## config.mk

```make
export PLATFORM = sky130hd
export DESIGN_NAME = reset_sequencer_flat
export DESIGN_NICKNAME = d
export VERILOG_FILES = /design/src/rtl/reset_sequencer_if.sv /design/src/rtl/reset_sequencer.sv /design/src/flat_wrapper.sv
export SDC_FILE = /design/constraint.sdc
export NUM_CORES = 1
export LEC_CHECK = 0
export CORE_MARGIN = 3
export CORE_UTILIZATION = 54
export CTS_BUF_LIST = sky130_fd_sc_hd__clkbuf_16
export CTS_CLUSTER_DIAMETER = 120
export DETAILED_ROUTE_END_ITERATION = 12
export HOLD_SLACK_MARGIN = 0.15
export PLACE_DENSITY = 0.77
export SKIP_LAST_GASP = 1
export SLEW_MARGIN = 20
export SYNTH_ARGS = -nofsm -noshare
export SYNTH_HDL_FRONTEND = slang
export SYNTH_SLANG_ARGS = --single-unit
```

## constraint.sdc

```tcl
create_clock -name clk_50 -period 5.8 [get_ports clk_50]
set_clock_uncertainty 0.2 [all_clocks]
set_input_delay 0.87 -clock clk_50 [delete_from_list [all_inputs] [get_ports clk_50]]
set_output_delay 0.87 -clock clk_50 [all_outputs]
set_load 0.1 [all_outputs]
```

## src/rtl/reset_sequencer_if.sv

```systemverilog
// Pin group between the reset sequencer and its surroundings: the raw button
// and PLL lock inputs, and the reset, status and debug outputs.
interface reset_sequencer_if;
   logic       button_reset;
   logic       pll_cpu_locked;
   logic       pll_cpu_reset;
   logic       cpu_resb;
   logic       sys_reset;
   logic [1:0] seq_state;
   logic       lock_fail;

   modport master (
      output button_reset,
      output pll_cpu_locked,
      input  pll_cpu_reset,
      input  cpu_resb,
      input  sys_reset,
      input  seq_state,
      input  lock_fail
   );

   modport slave (
      input  button_reset,
      input  pll_cpu_locked,
      output pll_cpu_reset,
      output cpu_resb,
      output sys_reset,
      output seq_state,
      output lock_fail
   );
endinterface

```

## src/rtl/reset_sequencer.sv

```systemverilog
// Power-up reset sequencer for the CPU PLL and the 6502: pulses the PLL reset,
// waits for lock with retry, then holds the CPU reset until lock and button are stable.
module reset_sequencer #(
   parameter int unsigned PLL_RESET_CYCLES  = 8,
   parameter int unsigned LOCK_TIMEOUT      = 65536,
   parameter int unsigned RESET_HOLD_CYCLES = 256,
   parameter int unsigned DEBOUNCE_CYCLES   = 500000
) (
   input logic               clk_50,
   input logic               reset,
   reset_sequencer_if.slave  bus
);

   localparam int unsigned MAX_A   = (PLL_RESET_CYCLES > LOCK_TIMEOUT) ? PLL_RESET_CYCLES : LOCK_TIMEOUT;
   localparam int unsigned MAX_B   = (RESET_HOLD_CYCLES > DEBOUNCE_CYCLES) ? RESET_HOLD_CYCLES : DEBOUNCE_CYCLES;
   localparam int unsigned CNT_MAX = (MAX_A > MAX_B) ? MAX_A : MAX_B;
   localparam int unsigned CNT_W   = $clog2(CNT_MAX + 1);

   localparam logic [CNT_W-1:0] PLL_LAST  = CNT_W'(PLL_RESET_CYCLES - 1);
   localparam logic [CNT_W-1:0] LOCK_LAST = CNT_W'(LOCK_TIMEOUT - 1);
   localparam logic [CNT_W-1:0] HOLD_LAST = CNT_W'(RESET_HOLD_CYCLES - 1);
   localparam logic [CNT_W-1:0] DB_LAST   = CNT_W'(DEBOUNCE_CYCLES - 1);

   localparam logic [1:0] ST_PLL_RST   = 2'd0;
   localparam logic [1:0] ST_WAIT_LOCK = 2'd1;
   localparam logic [1:0] ST_HOLD      = 2'd2;
   localparam logic [1:0] ST_RUN       = 2'd3;

   logic             r_btn_meta;
   logic             r_btn_sync;
   logic             r_lock_meta;
   logic             r_lock_sync;
   logic             r_btn_db;
   logic [CNT_W-1:0] r_db_cnt;

   logic [1:0]       r_state;
   logic [CNT_W-1:0] r_cnt;
   logic             r_pll_cpu_reset;
   logic             r_cpu_resb;
   logic             r_sys_reset;
   logic             r_lock_fail;

   logic [1:0]       w_state_nxt;
   logic [CNT_W-1:0] w_cnt_nxt;
   logic             w_lock_timeout;

   // Both asynchronous inputs cross into clk_50 through two flops each.
   always_ff @(posedge clk_50) begin
      if (reset) begin
         r_btn_meta  <= 1'b0;
         r_btn_sync  <= 1'b0;
         r_lock_meta <= 1'b0;
         r_lock_sync <= 1'b0;
      end else begin
         r_btn_meta  <= bus.button_reset;
         r_btn_sync  <= r_btn_meta;
         r_lock_meta <= bus.pll_cpu_locked;
         r_lock_sync <= r_lock_meta;
      end
   end

   always_ff @(posedge clk_50) begin
      if (reset) begin
         r_btn_db <= 1'b1;
         r_db_cnt <= '0;
      end else if (r_btn_sync == r_btn_db) begin
         r_db_cnt <= '0;
      end else if (r_db_cnt == DB_LAST) begin
         r_btn_db <= r_btn_sync;
         r_db_cnt <= '0;
      end else begin
         r_db_cnt <= r_db_cnt + 1'b1;
      end
   end

   always_comb begin
      // NOTE: every output of this block gets a default first, so no path can infer a latch.
      w_state_nxt    = r_state;
      w_cnt_nxt      = r_cnt;
      w_lock_timeout = 1'b0;
      case (r_state)
         ST_PLL_RST: begin
            if (r_cnt == PLL_LAST) begin
               w_state_nxt = ST_WAIT_LOCK;
               w_cnt_nxt   = '0;
            end else begin
               w_cnt_nxt = r_cnt + 1'b1;
            end
         end
         ST_WAIT_LOCK: begin
            if (r_lock_sync) begin
               w_state_nxt = ST_HOLD;
               w_cnt_nxt   = '0;
            end else if (r_cnt == LOCK_LAST) begin
               w_state_nxt    = ST_PLL_RST;
               w_cnt_nxt      = '0;
               w_lock_timeout = 1'b1;
            end else begin
               w_cnt_nxt = r_cnt + 1'b1;
            end
         end
         ST_HOLD: begin
            if (!r_lock_sync) begin
               w_state_nxt = ST_PLL_RST;
               w_cnt_nxt   = '0;
            end else if (!r_btn_db) begin
               w_cnt_nxt = '0;
            end else if (r_cnt == HOLD_LAST) begin
               w_state_nxt = ST_RUN;
               w_cnt_nxt   = '0;
            end else begin
               w_cnt_nxt = r_cnt + 1'b1;
            end
         end
         ST_RUN: begin
            w_cnt_nxt = '0;
            if (!r_lock_sync) begin
               w_state_nxt = ST_PLL_RST;
            end else if (!r_btn_db) begin
               w_state_nxt = ST_HOLD;
            end
         end
         default: begin
            w_state_nxt = ST_PLL_RST;
            w_cnt_nxt   = '0;
         end
      endcase
   end

   // NOTE: the resets are decoded from the next state into flops, so they switch on
   // the same edge as r_state and never glitch through combinational decode.
   always_ff @(posedge clk_50) begin
      if (reset) begin
         r_state         <= ST_PLL_RST;
         r_cnt           <= '0;
         r_pll_cpu_reset <= 1'b0;
         r_cpu_resb      <= 1'b0;
         r_sys_reset     <= 1'b1;
         r_lock_fail     <= 1'b0;
      end else begin
         r_state         <= w_state_nxt;
         r_cnt           <= w_cnt_nxt;
         r_pll_cpu_reset <= (w_state_nxt != ST_PLL_RST);
         r_cpu_resb      <= (w_state_nxt == ST_RUN);
         r_sys_reset     <= (w_state_nxt != ST_RUN);
         r_lock_fail     <= r_lock_fail | w_lock_timeout;
      end
   end

   assign bus.pll_cpu_reset = r_pll_cpu_reset;
   assign bus.cpu_resb      = r_cpu_resb;
   assign bus.sys_reset     = r_sys_reset;
   assign bus.seq_state     = r_state;
   assign bus.lock_fail     = r_lock_fail;

endmodule

```

## src/flat_wrapper.sv

```systemverilog
// flat-port wrapper written by rule: the top's interface ports become plain ports
module reset_sequencer_flat 
#(
   parameter int unsigned PLL_RESET_CYCLES  = 8,
   parameter int unsigned LOCK_TIMEOUT      = 65536,
   parameter int unsigned RESET_HOLD_CYCLES = 256,
   parameter int unsigned DEBOUNCE_CYCLES   = 500000
)
  (clk_50, reset, bus_button_reset, bus_pll_cpu_locked, bus_pll_cpu_reset, bus_cpu_resb, bus_sys_reset, bus_seq_state, bus_lock_fail);
  reset_sequencer_if bus_i ();
  input logic clk_50;
  input logic reset;
  input wire logic [$bits(bus_i.button_reset)-1:0] bus_button_reset;
  input wire logic [$bits(bus_i.pll_cpu_locked)-1:0] bus_pll_cpu_locked;
  output wire logic [$bits(bus_i.pll_cpu_reset)-1:0] bus_pll_cpu_reset;
  output wire logic [$bits(bus_i.cpu_resb)-1:0] bus_cpu_resb;
  output wire logic [$bits(bus_i.sys_reset)-1:0] bus_sys_reset;
  output wire logic [$bits(bus_i.seq_state)-1:0] bus_seq_state;
  output wire logic [$bits(bus_i.lock_fail)-1:0] bus_lock_fail;
  assign bus_i.button_reset = bus_button_reset;
  assign bus_i.pll_cpu_locked = bus_pll_cpu_locked;
  assign bus_pll_cpu_reset = bus_i.pll_cpu_reset;
  assign bus_cpu_resb = bus_i.cpu_resb;
  assign bus_sys_reset = bus_i.sys_reset;
  assign bus_seq_state = bus_i.seq_state;
  assign bus_lock_fail = bus_i.lock_fail;
  reset_sequencer #(.PLL_RESET_CYCLES(PLL_RESET_CYCLES), .LOCK_TIMEOUT(LOCK_TIMEOUT), .RESET_HOLD_CYCLES(RESET_HOLD_CYCLES), .DEBOUNCE_CYCLES(DEBOUNCE_CYCLES)) u_core (.clk_50(clk_50), .reset(reset), .bus(bus_i));
endmodule
```

After elaboration in Yosys (flattened, before gate mapping)

Index checks and enable logic that the tools add are counted.
W data, S select, Z words.

Register bits after elaboration: 49
Bits of input ports: 4
Output and inout port bits: 6
Logic and storage cells: 49

Add/subtract/negate cells: 2
Eq/ne operators: 10
Muxes and demuxes: 19
Bitwise operators: 2
Reduce and logical (&&, ||, !) cells: 4

Operator list:

| cell                    | number |
|---|---|
| $mux W19                | 6 |
| $pmux W19 S4            | 1 |
| $add A19 B1 Y19 const B | 2 |
| $eq A19 B16 Y1 const B  | 1 |
| $eq A19 B19 Y1 const B  | 1 |
| $eq A19 B3 Y1 const B   | 1 |
| $eq A19 B8 Y1 const B   | 1 |
| $mux W2                 | 8 |
| $pmux W2 S4             | 1 |
| $eq A2 B2 Y1 const B    | 3 |
| $mux W1                 | 3 |
| $reduce_or A3 Y1        | 1 |
| $eq A2 B1 Y1 const B    | 1 |
| $logic_not A2 Y1        | 1 |
| $ne A2 B2 Y1 const B    | 1 |
| $reduce_and A2 Y1       | 1 |
| $reduce_bool A2 Y1      | 1 |
| $eq A1 B1 Y1            | 1 |
| $not A1 Y1              | 1 |
| $or A1 B1 Y1            | 1 |

Longest topological paths before layout

Depth after elaboration: 6
Gate-level depth with buffers: 7

Worst setup path after synthesis

OpenSTA, ideal clock, no wires.

Path kind: input port to flip-flop
Start: input reset
End: register u_core.r_cnt[10]
Arrival: 2066 ps
Data required time: 5468 ps
Slack: 3401 ps
Stages: 6
Cells stage by stage: clkbuf_1 nand4b_1 a211o_1 clkbuf_1 clkbuf_1 a21oi_1

RTL lines:

| element              | line                   | text |
|---|---|---|
| start, declared      | flat_wrapper.sv:12     | `input logic reset;` |
| end signal, assigned | reset_sequencer.sv:142 | `r_cnt <= w_cnt_nxt;` |
| end, declared        | reset_sequencer.sv:37  | `logic [CNT_W-1:0] r_cnt;` |

Worst setup path after layout

Start: register u_core.r_state[0], in the netlist u_core.bus.seq_state[0]
End: output bus_seq_state[0]

RTL lines:

| element                | line                   | text |
|---|---|---|
| start, declared        | reset_sequencer.sv:36  | `logic [1:0] r_state;` |
| start signal, assigned | reset_sequencer.sv:141 | `r_state <= w_state_nxt;` |
| end, declared          | flat_wrapper.sv:18     | `output wire logic [$bits(bus_i.seq_state)-1:0] bus_seq_state;` |

No word-level cell between the ends.

==> impl_metrics.env <==
export IMPL_outcome="finished clean"
export IMPL_finalInstanceArea_sq_um=2490
export IMPL_fin_cells=310
export IMPL_whs_ns=0.236
export IMPL_clkPwrFrac_pct=43.7
export IMPL_min_to="u_core.r_btn_sync"
export IMPL_die_h_microns=70.5
export IMPL_grt_antenna_before_repair=0
export IMPL_start_kind="register"
export IMPL_filler_cell_count=317
export IMPL_fmax_mhz=330
export IMPL_r2r_slack_ns=3.44
export IMPL_postRouteAntennaNets=0
export IMPL_antenna_cells=0
export IMPL_r2r_start="u_core.r_cnt[0]"
export IMPL_syn_area_sq_um=2240
export IMPL_rsz0062_at_grt="no"
export IMPL_internal_power_mw=0.509
export IMPL_fin_util_pct=65.2
export IMPL_drv_cap=0
export IMPL_clkLatencyLatePin_ns=0.29
export IMPL_ir_drop_mv=0.164
export IMPL_dp_cells=302
export IMPL_slew_headroom_pct=34.7
export IMPL_drt_wl_total_mm=4.28
export IMPL_place_ws_ns=2.96
export IMPL_drtPass1Iterations=4
export IMPL_synth_seq_cells=49
export IMPL_synth_net_count=261
export IMPL_pwr_share_seq_pct=53.2
export IMPL_crit_cells=1
export IMPL_cp_cell_sequence="clkdlybuf4s50_1"
export IMPL_synth_common_cells="dfxtp_1 (49), nor2_1 (23), nand2_1 (15), nand3_1 (15), xnor2_1 (14)"
export IMPL_async_flop_share_pct=0
export IMPL_grt_remaining_overflow=0
export IMPL_yosysTopAreaCell="dfxtp_1"
export IMPL_drv_slew=0
export IMPL_cts_root_buffer="clkbuf_16"
export IMPL_layout_setup_ws_ns=2.77
export IMPL_final_hold_violation_count=0
export IMPL_wl_per_cell_microns=13.8
export IMPL_numCtsBuffers=5
export IMPL_crit_arrival_ns=1.96
export IMPL_cts_resized=0
export IMPL_synthFlopType="dfxtp_1"
export IMPL_pin_count=10
export IMPL_ys_top_cells_by_area="dfxtp_1 (44%), xnor2_1 (5.5%), xor2_1 (4.3%)"
export IMPL_power_density_nw_per_um2=261
export IMPL_dp_hpwl_mm=2.89
export IMPL_gp_congestion=0.862
export IMPL_finalSetupViolations=0
export IMPL_crit_fanout=7
export IMPL_dpl_instance_area_sq_um=2350
export IMPL_critPathMaxStageDelay_ns=1.20
export IMPL_ys_warn_count=0
export IMPL_yosysMostFrequentCell="dfxtp_1"
export IMPL_grt_first_pass_wirelength_mm=7.41
export IMPL_power_mw=0.651
export IMPL_clock_path_buffers=2
export IMPL_endpoint_kind="output pin"
export IMPL_grt_pass1_vias=1657
export IMPL_cts_tree="built"
export IMPL_worstPathRequired_ns=4.73
export IMPL_grt_max_degree=20
export IMPL_hold_path_class="reg -> reg"
export IMPL_viasPerCell=6.07
export IMPL_p_sw_mw=0.142
export IMPL_rows=22
export IMPL_reg2reg_depth=5
export IMPL_rr_endpoint="u_core.r_cnt[15]"
export IMPL_combPwrFrac_pct=3.1
export IMPL_synth_edf_count=0
export IMPL_port_buffer_count=9
export IMPL_drc=0
export IMPL_cts_max_level=2
export IMPL_slowest_stage="clkdlybuf4s50_1"
export IMPL_grt_use_total_pct=18.1
export IMPL_clk_pin_slew_ns=0.07
export IMPL_worstMarginPinSlew_ns=0.976
export IMPL_drive_gt1_share_pct=6.49
export IMPL_nNetsFinal=267
export IMPL_syn2layout_area_growth_pct=11.1
export IMPL_dr_total_vias=1883
export IMPL_setup_tns_ns=0
export IMPL_start_util_pct=58.7
export IMPL_cp_top_family="buffers and inverters"
export IMPL_seq_area_frac_synth_pct=43.7
export IMPL_core_sq_um=3830
export IMPL_path_buf_inv=1
export IMPL_worstSetupPathType="reg -> out"
export IMPL_cts_setup_buffers=0
export IMPL_period_needed_ns=3.03
export IMPL_dieWidth_microns=70.5
export IMPL_synth_cell_types=45
export IMPL_drtIter0Drc=155
export IMPL_die_area_sq_um=4970
export IMPL_hold_buffers=0
export IMPL_leakage_nw=0.785
export IMPL_holdCritStartpoint="u_core.r_btn_meta"
export IMPL_syn_area_per_cell_sq_um=8.80
export IMPL_synthCells=255
export IMPL_swShare_pct=21.8
export IMPL_synth_top_area_share_pct=43.7
export IMPL_cts_sinks=49
export IMPL_hold_depth=1
export IMPL_period_share_pct=52.2
cells by family after synthesis:
logic type,share of synthesized area (%)
simple gates,28.4
flops,43.7
compound gates,13.4
xor+xnor,9.75
buf+inv,3.57
fa+ha+maj,1.11
power groups by stage:
stage,logic [mW],registers [mW],clock network (mW)
after floorplan,0.0150,0.353,0
after global placement,0.0196,0.354,0
after detailed placement,0.0200,0.354,0
after CTS,0.0202,0.346,0.289
after global routing,0.0221,0.347,0.304
final,0.0200,0.346,0.285
worst max-delay path by stage:
stage / from / to / slack (ns)
global route: u_core.bus.seq_state[0] / bus_seq_state[0] / 2.71
global placement: reset / u_core.r_cnt[3] / 3.00
detailed placement: reset / u_core.r_cnt[0] / 2.96
floorplan: reset / u_core.r_cnt[10] / 3.40
finish: u_core.bus.seq_state[0] / bus_seq_state[0] / 2.77
CTS: u_core.bus.seq_state[0] / bus_seq_state[0] / 2.79
area by class of cell:
class	instances	area, sq um	area share [%]
repair buffers	10	97.6	3.91
flip-flops and latches	49	981	39.3
inverters	7	26.3	1.05
clock inverters	3	20.0	0.803
well taps	48	60.1	2.41
clock buffers	5	125	5.02
multi-input cells	188	1180	47.5
cell usage in the layout (no fill, tap or decap), types with 8 or more instances in the layout:
| cell | n |
|---|---|
| a21oi_1 | 13 |
| clkdlybuf4s50_1 | 9 |
| dfxtp_1 | 49 |
| nand2_1 | 15 |
| nand3_1 | 15 |
| nand4_1 | 10 |
| nor2_1 | 23 |
| nor3_1 | 8 |
| nor4_1 | 9 |
| o21ai_0 | 8 |
| or3_1 | 9 |
| xnor2_1 | 14 |
| xor2_1 | 11 |
per-layer routing:
metal | routed length [microns] | GRT usage, %
met5 | 0 | 0
met4 | 38 | 6.17
met3 | 237 | 4.17
met2 | 1840 | 25.8
met1 | 2170 | 26.4
No activity file was read; power rests on OpenSTA's default activity.
